## config.mk

```make
export PLATFORM = sky130hd
export DESIGN_NAME = transport_tx_flat
export DESIGN_NICKNAME = d
export VERILOG_FILES = /design/src/rtl/transport_tx_pkg.sv /design/src/rtl/transport_tx_if.sv /design/src/rtl/transport_tx_csum.sv /design/src/rtl/transport_tx.sv /design/src/flat_wrapper.sv
export SDC_FILE = /design/constraint.sdc
export NUM_CORES = 1
export LEC_CHECK = 0
export BUFFER_PORTS_ARGS = -buffer_cell sky130_fd_sc_hd__buf_2
export CORE_MARGIN = 4
export CORE_UTILIZATION = 60
export CTS_BUF_LIST = sky130_fd_sc_hd__clkbuf_16
export DETAILED_ROUTE_END_ITERATION = 10
export GPL_TIMING_DRIVEN = 0
export PLACE_DENSITY = 0.79
export SLEW_MARGIN = 20
export SYNTH_ARGS = -nofsm -noshare
export SYNTH_HDL_FRONTEND = slang
export SYNTH_SLANG_ARGS = --single-unit
```

## constraint.sdc

```tcl
create_clock -name clk -period 8.9 [get_ports clk]
set_clock_uncertainty 0.1 [all_clocks]
set_input_delay 0.445 -clock clk [delete_from_list [all_inputs] [get_ports clk]]
set_output_delay 0.445 -clock clk [all_outputs]
set_load 0.005 [all_outputs]
```

## src/rtl/transport_tx_pkg.sv

```systemverilog
// Shared transport-layer definitions: command/header encodings, the frame FSM
// states (also used by transport_rx) and the header layout.
package transport_tx_pkg;

  localparam int unsigned BYTE_W = 8;
  localparam int unsigned WORD_W = 16;
  localparam int unsigned CNT_W  = 6;

  localparam logic [1:0] CMD_IDLE  = 2'b00;
  localparam logic [1:0] CMD_CTRL  = 2'b01;
  localparam logic [1:0] CMD_VOICE = 2'b10;
  localparam logic [1:0] CMD_RSVD  = 2'b11;

  localparam logic [1:0] TYPE_CTRL  = 2'b01;
  localparam logic [1:0] TYPE_VOICE = 2'b10;

  localparam logic [BYTE_W-1:0] SYNC_BYTE_DEFAULT = 8'hA5;

  typedef enum logic [3:0] {
    IDLE, COLLECT, SYNC, HDR, DST, SRC, PAY_HI, PAY_LO, CSUM
  } txState_e;

  typedef struct packed {
    logic [1:0] pktType;
    logic [5:0] len;
  } hdr_t;

  // Header length field counts payload bytes, i.e. two per word.
  function automatic hdr_t makeHdr(input logic [1:0] pktType, input logic [CNT_W-1:0] count);
    hdr_t h;
    h.pktType = pktType;
    h.len     = {count[CNT_W-2:0], 1'b0};
    return h;
  endfunction

endpackage

```

## src/rtl/transport_tx_if.sv

```systemverilog
// Session-to-transport word interface plus the byte link toward the PHY.
interface transport_tx_if;
  import transport_tx_pkg::*;

  logic [1:0]        cmd;
  logic [WORD_W-1:0] dataIn;
  logic [BYTE_W-1:0] phoneNum;
  logic [BYTE_W-1:0] selfNum;
  logic              transportBusy;
  logic [BYTE_W-1:0] txData;
  logic              txValid;
  logic              txReady;
  logic              pktSent;

  modport master (
    output cmd, dataIn, phoneNum, selfNum, txReady,
    input  transportBusy, txData, txValid, pktSent
  );

  modport slave (
    input  cmd, dataIn, phoneNum, selfNum, txReady,
    output transportBusy, txData, txValid, pktSent
  );

endinterface

```

## src/rtl/transport_tx_csum.sv

```systemverilog
// 8-bit running byte sum; negSum_c is the byte that brings the total to zero.
module transport_tx_csum
  import transport_tx_pkg::*;
(
  input  logic              clk,
  input  logic              reset,
  input  logic              clr,
  input  logic              addEn,
  input  logic [BYTE_W-1:0] byteIn,
  output logic [BYTE_W-1:0] sum,
  output logic [BYTE_W-1:0] negSum_c
);

  always_ff @(posedge clk) begin
    if (reset || clr) begin
      sum <= '0;
    end else if (addEn) begin
      sum <= sum + byteIn;
    end
  end

  assign negSum_c = -sum;

endmodule

```

## src/rtl/transport_tx.sv

```systemverilog
// Transport TX: collects session words and frames them as
// SYNC, HDR, DST, SRC, payload (MSB first), CSUM on a valid/ready byte link.
module transport_tx
  import transport_tx_pkg::*;
#(
  parameter int unsigned       PKT_WORDS = 8,
  parameter logic [BYTE_W-1:0] SYNC_BYTE = SYNC_BYTE_DEFAULT
) (
  input  logic         clk,
  input  logic         reset,
  transport_tx_if.slave bus
);

  localparam int unsigned      IDX_W    = (PKT_WORDS > 1) ? $clog2(PKT_WORDS) : 1;
  localparam logic [CNT_W-1:0] LAST_CNT = CNT_W'(PKT_WORDS);

  txState_e          state, stateNext;
  logic [CNT_W-1:0]  count, countNext;
  logic [CNT_W-1:0]  idx, idxNext;
  logic [1:0]        pktType, typeNext;
  logic [BYTE_W-1:0] phoneLatch, selfLatch;
  logic [BYTE_W-1:0] txData, txDataNext;
  logic              txValid, txValidNext;
  logic              pktSent, pktSentNext;
  logic              busy;
  logic              loadFrame, storeWord, csumClr, csumAdd, handshake;
  logic [BYTE_W-1:0] csumSum, csumNeg;
  logic [WORD_W-1:0] wordBuf [PKT_WORDS];
  logic [WORD_W-1:0] curWord;

  assign handshake = txValid && bus.txReady;
  assign curWord   = wordBuf[IDX_W'(idx)];

  transport_tx_csum u_csum (
    .clk      (clk),
    .reset    (reset),
    .clr      (csumClr),
    .addEn    (csumAdd),
    .byteIn   (txDataNext),
    .sum      (csumSum),
    .negSum_c (csumNeg)
  );

  // Next-state and next-byte decode; every byte from HDR to the last payload
  // byte is added to the checksum as it is loaded into txData.
  always_comb begin
    stateNext   = state;
    countNext   = count;
    idxNext     = idx;
    typeNext    = pktType;
    txDataNext  = txData;
    txValidNext = txValid;
    pktSentNext = 1'b0;
    loadFrame   = 1'b0;
    storeWord   = 1'b0;
    csumClr     = 1'b0;
    csumAdd     = 1'b0;
    case (state)
      IDLE: begin
        if (!pktSent) begin
          case (bus.cmd)
            CMD_CTRL, CMD_VOICE: begin
              loadFrame = 1'b1;
              storeWord = 1'b1;
              csumClr   = 1'b1;
              countNext = CNT_W'(1);
              idxNext   = '0;
              typeNext  = (bus.cmd == CMD_CTRL) ? TYPE_CTRL : TYPE_VOICE;
              if (bus.cmd == CMD_CTRL || PKT_WORDS == 1) begin
                stateNext   = SYNC;
                txValidNext = 1'b1;
                txDataNext  = SYNC_BYTE;
              end else begin
                stateNext = COLLECT;
              end
            end
            CMD_IDLE, CMD_RSVD: ;
          endcase
        end
      end
      COLLECT: begin
        if (bus.cmd == CMD_VOICE) begin
          storeWord = 1'b1;
          countNext = count + CNT_W'(1);
        end
        if (bus.cmd != CMD_VOICE || count + CNT_W'(1) == LAST_CNT) begin
          stateNext   = SYNC;
          txValidNext = 1'b1;
          txDataNext  = SYNC_BYTE;
        end
      end
      SYNC: if (handshake) begin
        stateNext  = HDR;
        txDataNext = makeHdr(pktType, count);
        csumAdd    = 1'b1;
      end
      HDR: if (handshake) begin
        stateNext  = DST;
        txDataNext = phoneLatch;
        csumAdd    = 1'b1;
      end
      DST: if (handshake) begin
        stateNext  = SRC;
        txDataNext = selfLatch;
        csumAdd    = 1'b1;
      end
      SRC: if (handshake) begin
        stateNext  = PAY_HI;
        txDataNext = curWord[15:8];
        csumAdd    = 1'b1;
      end
      PAY_HI: if (handshake) begin
        stateNext  = PAY_LO;
        txDataNext = curWord[7:0];
        idxNext    = idx + CNT_W'(1);
        csumAdd    = 1'b1;
      end
      PAY_LO: if (handshake) begin
        if (idx == count) begin
          stateNext  = CSUM;
          txDataNext = csumNeg;
        end else begin
          stateNext  = PAY_HI;
          txDataNext = curWord[15:8];
          csumAdd    = 1'b1;
        end
      end
      CSUM: if (handshake) begin
        stateNext   = IDLE;
        txValidNext = 1'b0;
        pktSentNext = 1'b1;
        countNext   = '0;
      end
      default: stateNext = IDLE;
    endcase
  end

  always_ff @(posedge clk) begin
    if (reset) begin
      state   <= IDLE;
      count   <= '0;
      idx     <= '0;
      pktType <= '0;
      txData  <= '0;
      txValid <= 1'b0;
      pktSent <= 1'b0;
      busy    <= 1'b0;
    end else begin
      state   <= stateNext;
      count   <= countNext;
      idx     <= idxNext;
      pktType <= typeNext;
      txData  <= txDataNext;
      txValid <= txValidNext;
      pktSent <= pktSentNext;
      busy    <= (stateNext != IDLE) && (stateNext != COLLECT);
    end
  end

  // Frame addresses and payload words, captured while accepting.
  always_ff @(posedge clk) begin
    if (loadFrame) begin
      phoneLatch <= bus.phoneNum;
      selfLatch  <= bus.selfNum;
    end
    if (storeWord) begin
      wordBuf[IDX_W'(count)] <= bus.dataIn;
    end
  end

  // The checksum byte must bring the running sum back to zero.
  always_ff @(posedge clk) begin
    if (!reset && state == CSUM && handshake) begin
      assert (csumSum + txData == '0);
    end
  end

  assign bus.txData        = txData;
  assign bus.txValid       = txValid;
  assign bus.pktSent       = pktSent;
  assign bus.transportBusy = busy;

endmodule
```

## src/flat_wrapper.sv

```systemverilog
// flat-port wrapper written by rule: the top's interface ports become plain ports
module transport_tx_flat import transport_tx_pkg::*;
#(
  parameter int unsigned       PKT_WORDS = 8,
  parameter logic [BYTE_W-1:0] SYNC_BYTE = SYNC_BYTE_DEFAULT
)
  (clk, reset, bus_cmd, bus_dataIn, bus_phoneNum, bus_selfNum, bus_txReady, bus_transportBusy, bus_txData, bus_txValid, bus_pktSent);
  transport_tx_if bus_i ();
  input  logic clk;
  input  logic reset;
  input wire logic [$bits(bus_i.cmd)-1:0] bus_cmd;
  input wire logic [$bits(bus_i.dataIn)-1:0] bus_dataIn;
  input wire logic [$bits(bus_i.phoneNum)-1:0] bus_phoneNum;
  input wire logic [$bits(bus_i.selfNum)-1:0] bus_selfNum;
  input wire logic [$bits(bus_i.txReady)-1:0] bus_txReady;
  output wire logic [$bits(bus_i.transportBusy)-1:0] bus_transportBusy;
  output wire logic [$bits(bus_i.txData)-1:0] bus_txData;
  output wire logic [$bits(bus_i.txValid)-1:0] bus_txValid;
  output wire logic [$bits(bus_i.pktSent)-1:0] bus_pktSent;
  assign bus_i.cmd = bus_cmd;
  assign bus_i.dataIn = bus_dataIn;
  assign bus_i.phoneNum = bus_phoneNum;
  assign bus_i.selfNum = bus_selfNum;
  assign bus_i.txReady = bus_txReady;
  assign bus_transportBusy = bus_i.transportBusy;
  assign bus_txData = bus_i.txData;
  assign bus_txValid = bus_i.txValid;
  assign bus_pktSent = bus_i.pktSent;
  transport_tx #(.PKT_WORDS(PKT_WORDS), .SYNC_BYTE(SYNC_BYTE)) u_core (.clk(clk), .reset(reset), .bus(bus_i));
endmodule
```

* Yosys cells after proc, flatten, opt, wreduce, memory -nomap -nowiden *
Memory sizes are Yosys's and may differ from the RTL's. A register that Yosys moved wholly into a read port is not among the register bits.
Index checks and enable logic that the tools add are counted.

storage, ports and cells
  output and inout bits = 11
  memory bits (writable) = 128
  register bits after elaboration = 53
  memories kept = 1
  word-level logic and storage cells = 108
  input port bits = 37

operators by class
  $add $sub $neg = 4
  eq/ne operators = 21
  bitwise gates (word level) = 2
  muxes and demuxes = 54
  reductions and logical operators = 15

memories
  memory          depth  bits a word  rd ports  clocked after Yosys merged registers in  wr ports  line                source
  u_core.wordBuf  8      16           1         1                                        1         transport_tx.sv:28  logic [WORD_W-1:0] wordBuf [PKT_WORDS];

operators with widths
  kind                                                             count
  8-bit 2-to-1 mux                                                 11
  8-bit one-hot mux with 8 select lines                            1
  4-bit 2-to-1 mux                                                 11
  6-bit 2-to-1 mux                                                 7
  4-bit one-hot mux with 9 select lines                            1
  6-bit one-hot mux with 3 select lines                            1
  4-bit by 3-bit == test with 1-bit output, second input constant  4
  1-bit 2-to-1 mux                                                 14
  6-bit by 1-bit adder with 6-bit output, second input constant    2
  6-bit one-hot mux with 2 select lines                            1
  2-bit by 1-bit != test with 1-bit output, second input constant  5
  8-bit adder                                                      1
  4-bit by 2-bit == test with 1-bit output, second input constant  2
  8-bit negation                                                   1
  6-bit by 4-bit == test with 1-bit output, second input constant  1
  6-bit == test                                                    1
  3-bit 2-to-1 mux                                                 2
  2-bit != test, second input constant                             3
  6-bit AND reduction                                              1
  5-bit AND reduction                                              1
  5-bit OR reduction                                               1
  4-bit by 1-bit == test with 1-bit output, second input constant  1
  4-bit == test, second input constant                             1
  4-bit logical NOT                                                1
  15 further kinds                                                 21

* Logic depth before layout (Yosys ltp) *
Gate-level depths: netlist of the first run.

  word-level depth = 7
  mapped depth = 17

* Cells and area by module *
From an unflattened synthesis of the first run, not the netlist that was laid out.

unflattened totals
  cell total of the unflattened synthesis = 602
  area total of the unflattened synthesis = 8174.1 um^2

by module, submodules not included
  module             sequential area each (um^2)  cells an instance  instances  area an instance (um^2)
  transport_tx       4964.8                       517                1          7468.4
  transport_tx_csum  160.2                        85                 1          705.7

* Worst setup path after synthesis of the first run *
Ideal clock, no wire load.

  path kind = register to register
  from = register (tool-made name)
  to = register u_core.u_csum.sum[7]
  setup time = 0.123 ns
  stages on the path, launching flop included = 17
  required time = 8.677 ns
  arrival time = 3.950 ns
  slack = 4.726 ns
  period minus slack after synthesis = 4.174 ns
  path through = dfxtp_1 buf_2 mux4_2 mux2_2 a21o_1 o22ai_1 o311ai_0 a21oi_1 nor2_1 ha_1 a21o_1 a21oi_1 o21bai_1 a2111oi_0 o21bai_1 mux2i_1 mux2_1

RTL lines
  element               line                     source
  end signal, assigned  transport_tx_csum.sv:18  sum <= sum + byteIn;
  end, declared         transport_tx_csum.sv:10  output logic [BYTE_W-1:0] sum,

* Final worst setup path of the first run *
  from = register u_core.state[3]
  to = register u_core.u_csum.sum[7]

between the ends
  longest elaborated chain between the ends = 3
  elaborated cells on any way between the ends = 14
  those cells by class = add/sub: 1; eq/ne: 7; mux: 3; reduce/logical: 3

ends and longest elaborated chain
  element                   line                     source
  start, declared           transport_tx.sv:17       txState_e state, stateNext;
  start signal, assigned    transport_tx.sv:149      state <= stateNext;
  4-bit logical NOT         transport_tx.sv:58       case (state)
  1-bit 2-to-1 mux          transport_tx.sv:58
  named net u_core.csumClr  transport_tx.sv:26       logic loadFrame, storeWord, csumClr, csumAdd, handshake;
  1-bit logical OR          transport_tx_csum.sv:15  if (reset || clr) begin

The timed path passes the listed nets, and every way through them passes these cells.
A chain may end at the register's enable or synchronous reset.

==> results.toml, run 1 <==
[die]
die_y_um = 125
fp.dieW_um = 125
ios = 48
start_util_pct = 61.8
dieArea_sq_um = 15700
rows = 42
core-area_sq_um = 13300

[power]
p_clk_share_pct = 35.9
p_sw_share_pct = 27.4
peakVddDrop_mv = 0.184
power_density_nw_per_um2 = 217
p_sw_mw = 0.561
p_leak_nw = 3.25
comb_power_share_pct = 14.9
power_frac_seq_pct = 49.1
p_total_mw = 2.05
p_int_mw = 1.49

[synthesis]
yosysWarningCount = 0
ys.flop_type = "edfxtp_1"
ys_types = 65
synth_nets = 651
synth_area_leaders = "edfxtp_1 52%, dfxtp_1 9.7%, mux4_2 8.7%"
synth-edff-count = 144
yosysSeqAreaShare_pct = 62.1
ys_ff_latch = 184
synth.cell_area_sq_um = 8250
synth_top_area_share_pct = 52.4
async_reset_ff_share_pct = 0
avgSynthCellArea_sq_um = 13.7
syn_inst = 601
synth_area_leader_cell = "edfxtp_1"

[sta]
timing_hold_violations_final = 0
fin_crit_ns = 5.34
setup_slack_ns = 3.56
setup_viol = 0
max_freq_mhz = 187
slew-limit-headroom_pct = 35.1
post-route-period-util_pct = 60.1
rsz0062_at_grt = "no"
setup_tns_ns = 0
drv_slew = 0
worst_pin_slew_ns = 0.960

[cts]
root_buffer = "clkbuf_16"
cts_buffer_depth = 2
cts_hold_buf = 0
post_cts_buffers = 0
cts_max_level = 4
clk_pin_slew_worst_paths_ns = 0.07
cts_buffers = 17
clock_latency_ns = 0.44
cts_tree = "built"
clock-sinks = 184
cts_resized = 0

[global_routing]
antenna_found_initial = 0
first_global_vias = 5430
overflow = 0
grt_first_pass_wirelength_um = 30600
grt_use_total_pct = 25.9
grt_max_degree = 20

[placement]
port_buffers = 47
pre_cts_ws_ns = 3.64
dpl.hpwl_um = 13900
dpl_cell_area_sq_um = 8830
globalplace.congestion = 1.01

[worst_setup_path]
critPathMaxFanout = 19
arrival_ns = 5.57
cp-start-kind = "register"
critPathKind = "reg -> reg"
crit_required_ns = 9.12
cp-end-kind = "register"

[route]
drt-wirelength-per-cell_um = 22.8
postRouteAntennaNets = 0
vias = 5501
via_per_inst = 6.36
drc = 0
finalWirelength_um = 19800
drt_pass1_iterations = 5
detail_route.iter0.violations = 551

[finish]
design_area_sq_um = 9420
areaGrowthSynthToFinish_pct = 14.1
nets = 726
fillCellCount = 900
diodes = 0
final_cell_mix = "144 x edfxtp_1, 55 x buf_2, 48 x nor2_1, 41 x nand2_1, 40 x dfxtp_1"
final_common_cell = "edfxtp_1"
drive_gt1_share_pct = 21.8

[job]
maxCapViolCount = 0

[outcome]
status = "finished, final reports clean"

[worst_hold_path]
worstHoldPathType = "in -> reg"
-- state kept, by name (all words and copies together), names as in the netlist, 2 cells and up, named ones only --
signal and cells:
u_core.selfLatch 8, u_core.phoneLatch 8, u_core.wordBuf 128, u_core.bus.txData 8, u_core.state 4, u_core.count 6
u_core.u_csum.sum 8, u_core.idx 6, u_core.pktType 2
-- per-stage QoR --
| stage | hold slack (ns) | utilization [%] | std cells |
|---|---|---|---|
| 2_1_floorplan | 0.358 | - | 601 |
| 3_3_place_gp | 0.377 | 65.3 | 824 |
| 3_5_place_dp | 0.392 | 66.2 | 833 |
| 4_1_cts | 0.0691 | 70.6 | 865 |
| 5_1_grt | 0.0648 | 70.6 | 865 |
| 6_report | 0.0798 | 70.6 | 865 |
-- routing by layer --
metal  global-route usage [%]  up-vias  routed length (um)
met3                     5.80       54                1370
met2                     42.8      237                9700
met4                     10.2        0                 695
met1                     33.6     2719                7990
met5                        0        -                   0
li1                         -     2491                   -
-- power by group through the flow --
stage          clock, mW  sequential [mW]  combinational [mW]
3_5_place_dp           0             1.02               0.297
5_1_grt            0.787             1.01               0.330
2_1_floorplan          0             1.02               0.186
4_1_cts            0.744             1.01               0.301
6_report           0.736             1.01               0.306
3_3_place_gp           0             1.02               0.281
-- final cells by class --
type,count,area (sq um),share of cell area (%)
Buffer,31,138,1.46
Timing Repair Buffer,56,325,3.45
Tap cell,176,220,2.34
Multi-Input combinational cell,375,2980,31.7
Clock inverter,15,159,1.69
Inverter,11,41.3,0.438
Clock buffer,17,425,4.52
Sequential cell,184,5120,54.4
-- worst paths after layout --
| kind | cells past startpoint | startpoint | slack (ns) | end |
|---|---|---|---|---|
| worst min-delay path | 1 | bus_selfNum[4] | 0.08 | u_core.selfLatch[4] |
| worst max register to register | 15 | u_core.state[3] | 3.56 | u_core.u_csum.sum[7] |
| worst max-delay path | 15 | u_core.state[3] | 3.56 | u_core.u_csum.sum[7] |
| worst min register to register | 2 | u_core.pktType[0] | 0.40 | u_core.pktType[0] |
-- cell usage after synthesis, types with 9 or more instances --
cell type / number
edfxtp_1: 144
nor2_1: 53
nand2_1: 41
dfxtp_1: 40
mux4_2: 32
a21oi_1: 30
mux2i_1: 21
o21ai_0: 19
clkbuf_1: 17
ha_1: 12
nand3_1: 12
xnor2_1: 12
inv_1: 11
a311oi_1: 9
a31oi_1: 9
nand2b_1: 9
nor3_1: 9
-- critical path: stages, from the launching register on --
cell	delay, ns
dfxtp_1	0.31
clkbuf_1	0.36
nor2_1	0.13
nand3_1	0.45
inv_1	0.52
and2_1	0.40
a21oi_1	0.52
nand3_1	0.22
ha_1	0.28
a21o_1	0.18
a21oi_1	0.23
o21bai_1	0.13
a2111oi_0	0.62
o21bai_1	0.15
mux2i_1	0.25
mux2_1	0.35
-- logic make-up (layout without fill, tap and decap cells) --
family	Yosys count	count (layout)	share of synthesized area, %
compound gates	118	118	9.64
xor+xnor	18	18	1.91
fa+ha+maj	13	13	2.06
buf+inv	42	130	2.17
flops	184	184	62.1
mux	60	60	12.2
simple gates	166	166	9.90
(Power assumes the default switching activity.)
==> inputs of run 2 (changes only) <==
--- a/config.mk
+++ b/config.mk
@@ -7,11 +7,11 @@
 export LEC_CHECK = 0
 export BUFFER_PORTS_ARGS = -buffer_cell sky130_fd_sc_hd__buf_2
 export CORE_MARGIN = 4
-export CORE_UTILIZATION = 60
+export CORE_UTILIZATION = 55
 export CTS_BUF_LIST = sky130_fd_sc_hd__clkbuf_16
 export DETAILED_ROUTE_END_ITERATION = 10
 export GPL_TIMING_DRIVEN = 0
-export PLACE_DENSITY = 0.79
+export PLACE_DENSITY = 0.76
 export SLEW_MARGIN = 20
 export SYNTH_ARGS = -nofsm -noshare
 export SYNTH_HDL_FRONTEND = slang
==> constraint.sdc (replaced) <==
create_clock -name clk -period 4.9 [get_ports clk]
set_clock_uncertainty 0.1 [all_clocks]
set_input_delay 0.245 -clock clk [delete_from_list [all_inputs] [get_ports clk]]
set_output_delay 0.245 -clock clk [all_outputs]
set_load 0.005 [all_outputs]
==> results.toml, run 2 (synthesis results as in run 1) <==
[outcome]
status = "finished, final reports clean"

[worst_hold_path]
hold_start = "bus_cmd[0]"
hold_path_end = "u_core.state[0]"
worstHoldPathType = "in -> reg"
min_path_cells = 4

[placement]
dpl.hpwl_um = 14400
pre_cts_ws_ns = 0.108
dpl.cell_count = 841
dpl_cell_area_sq_um = 8840
globalplace.congestion = 0.978
port_buffers = 47

[finish]
final_cell_mix = "144 x edfxtp_1, 54 x buf_2, 48 x nor2_1, 41 x nand2_1, 40 x dfxtp_1"
drive_gt1_share_pct = 21.8
design_area_sq_um = 9840
nets = 762
stdcell_count = 909
diodes = 0
areaGrowthSynthToFinish_pct = 19.2
largest_reg_flops = 128
fillCellCount = 1028
final_common_cell = "edfxtp_1"
regMostFlops = "u_core.wordBuf"

[cts]
cts_max_level = 4
root_buffer = "clkbuf_16"
clock_latency_ns = 0.44
cts_tree = "built"
clock-sinks = 184
clk_pin_slew_worst_paths_ns = 0.08
cts_buffer_depth = 2
cts_buffers = 17

[die]
ios = 48
fp.dieW_um = 131
die_y_um = 131
start_util_pct = 56.4
core-area_sq_um = 14600
dieArea_sq_um = 17000
rows = 44

[power]
peakVddDrop_mv = 0.298
p_leak_nw = 3.42
power_density_nw_per_um2 = 388

[sta]
max_freq_mhz = 215
holdWs_ns = 0.292
worst_pin_slew_ns = 1.06
rsz0062_at_grt = "no"
fin_crit_ns = 4.64
timing_hold_violations_final = 0
setup_slack_ns = 0.256
setup_tns_ns = 0
drv_slew = 0
post-route-period-util_pct = 94.8
slew-limit-headroom_pct = 27.6
setup_viol = 0

[job]
maxCapViolCount = 0

[global_routing]
overflow = 0
first_global_vias = 5612
grt_use_total_pct = 26.1
grt_max_degree = 21
antenna_found_initial = 0
grt_first_pass_wirelength_um = 32500

[worst_setup_path]
cp-start-kind = "register"
critPathKind = "reg -> reg"
rr_worst_depth = 16
cp-end-kind = "register"
critPathSlowestCell = "mux4_2"
arrival_ns = 4.88
critPathMaxFanout = 10
critPathMaxStageDelay_ns = 0.54
crit_required_ns = 5.14
r2r_setup_slack_ns = 0.26
worstReg2RegEnd = "u_core.u_csum.sum[7]"
crit_chain = "clkbuf_4 > mux4_2 > mux2_2 > a21o_1 > o22ai_1 > o311ai_0 > a21oi_1 > nor2_1 > ha_1 > a21o_1 > a21oi_1 > o21bai_1 > a2111oi_2 > o21bai_1 > mux2i_1 > mux2_1"

[route]
postRouteAntennaNets = 0
finalWirelength_um = 21000
drt-wirelength-per-cell_um = 23.1
via_per_inst = 6.17
vias = 5613
detail_route.iter0.violations = 740
drt_pass1_iterations = 5
drc = 0
-- run 2: layout make-up --
| cell class | instances | area (sq um) | area share (%) |
|---|---|---|---|
| sequential | 184 | 5120 | 52.1 |
| multi-input combinational | 375 | 3000 | 30.5 |
| timing repair buffer | 92 | 674 | 6.85 |
| clock buffer | 17 | 425 | 4.32 |
| tap | 184 | 230 | 2.34 |
| clock inverter | 15 | 199 | 2.02 |
| buffer | 31 | 143 | 1.45 |
| inverter | 11 | 45.0 | 0.458 |
-- run 2: metrics by stage --
step / util (%) / power [mW]
6_report: 67.2 / 3.82
4_1_cts: 66.9 / 3.80
3_3_place_gp: 59.5 / 2.37
2_1_floorplan: - / 2.18
5_1_grt: 67.2 / 3.95
3_5_place_dp: 60.4 / 2.40
-- run 2: worst max path at each step --
| stage | end | slack, ns | cells after the start |
|---|---|---|---|
| floorplan | u_core.u_csum.sum[7] | 0.73 | 16 |
| global placement | u_core.u_csum.sum[7] | 0.19 | 16 |
| detailed placement | u_core.u_csum.sum[7] | 0.11 | 16 |
| CTS | u_core.u_csum.sum[7] | 0.05 | 16 |
| global route | u_core.u_csum.sum[7] | 0.01 | 16 |
| finish | u_core.u_csum.sum[7] | 0.26 | 16 |
-- run 2: routing by layer --
| metal | vias to the layer above | share of wire, % | GRT usage (%) |
|---|---|---|---|
| met1 | 2785 | 41 | 35.1 |
| met5 | - | 0 | 0 |
| met3 | 33 | 6.5 | 5.33 |
| met4 | 0 | 2.4 | 9.13 |
| met2 | 236 | 50 | 42.8 |
| li1 | 2559 | - | - |
-- run 2: timing repair --
action | 4_1_cts | 5_1_grt
endpoints found under the setup margin | 0 | 1
buffers inserted | 0 | 3
endpoints found under the hold margin | 146 | 0
hold buffers | 33 | 0
resized for setup | 0 | 8
-- run 2: power breakdown --
| part | internal [mW] | switching, mW | total (mW) |
|---|---|---|---|
| Sequential | 1.78 | 0.0467 | 1.83 |
| Clock | 0.738 | 0.671 | 1.41 |
| Combinational | 0.218 | 0.364 | 0.581 |
| Total | 2.74 | 1.08 | 3.82 |
-- run 2: worst max-delay path: cells and delay by family (launching register included) --
family          cells  cell delay (ns)
simple gates        1             0.12
buf+inv             1             0.33
mux                 4             1.35
flops               1             0.43
compound gates      9             1.91
fa+ha+maj           1             0.31
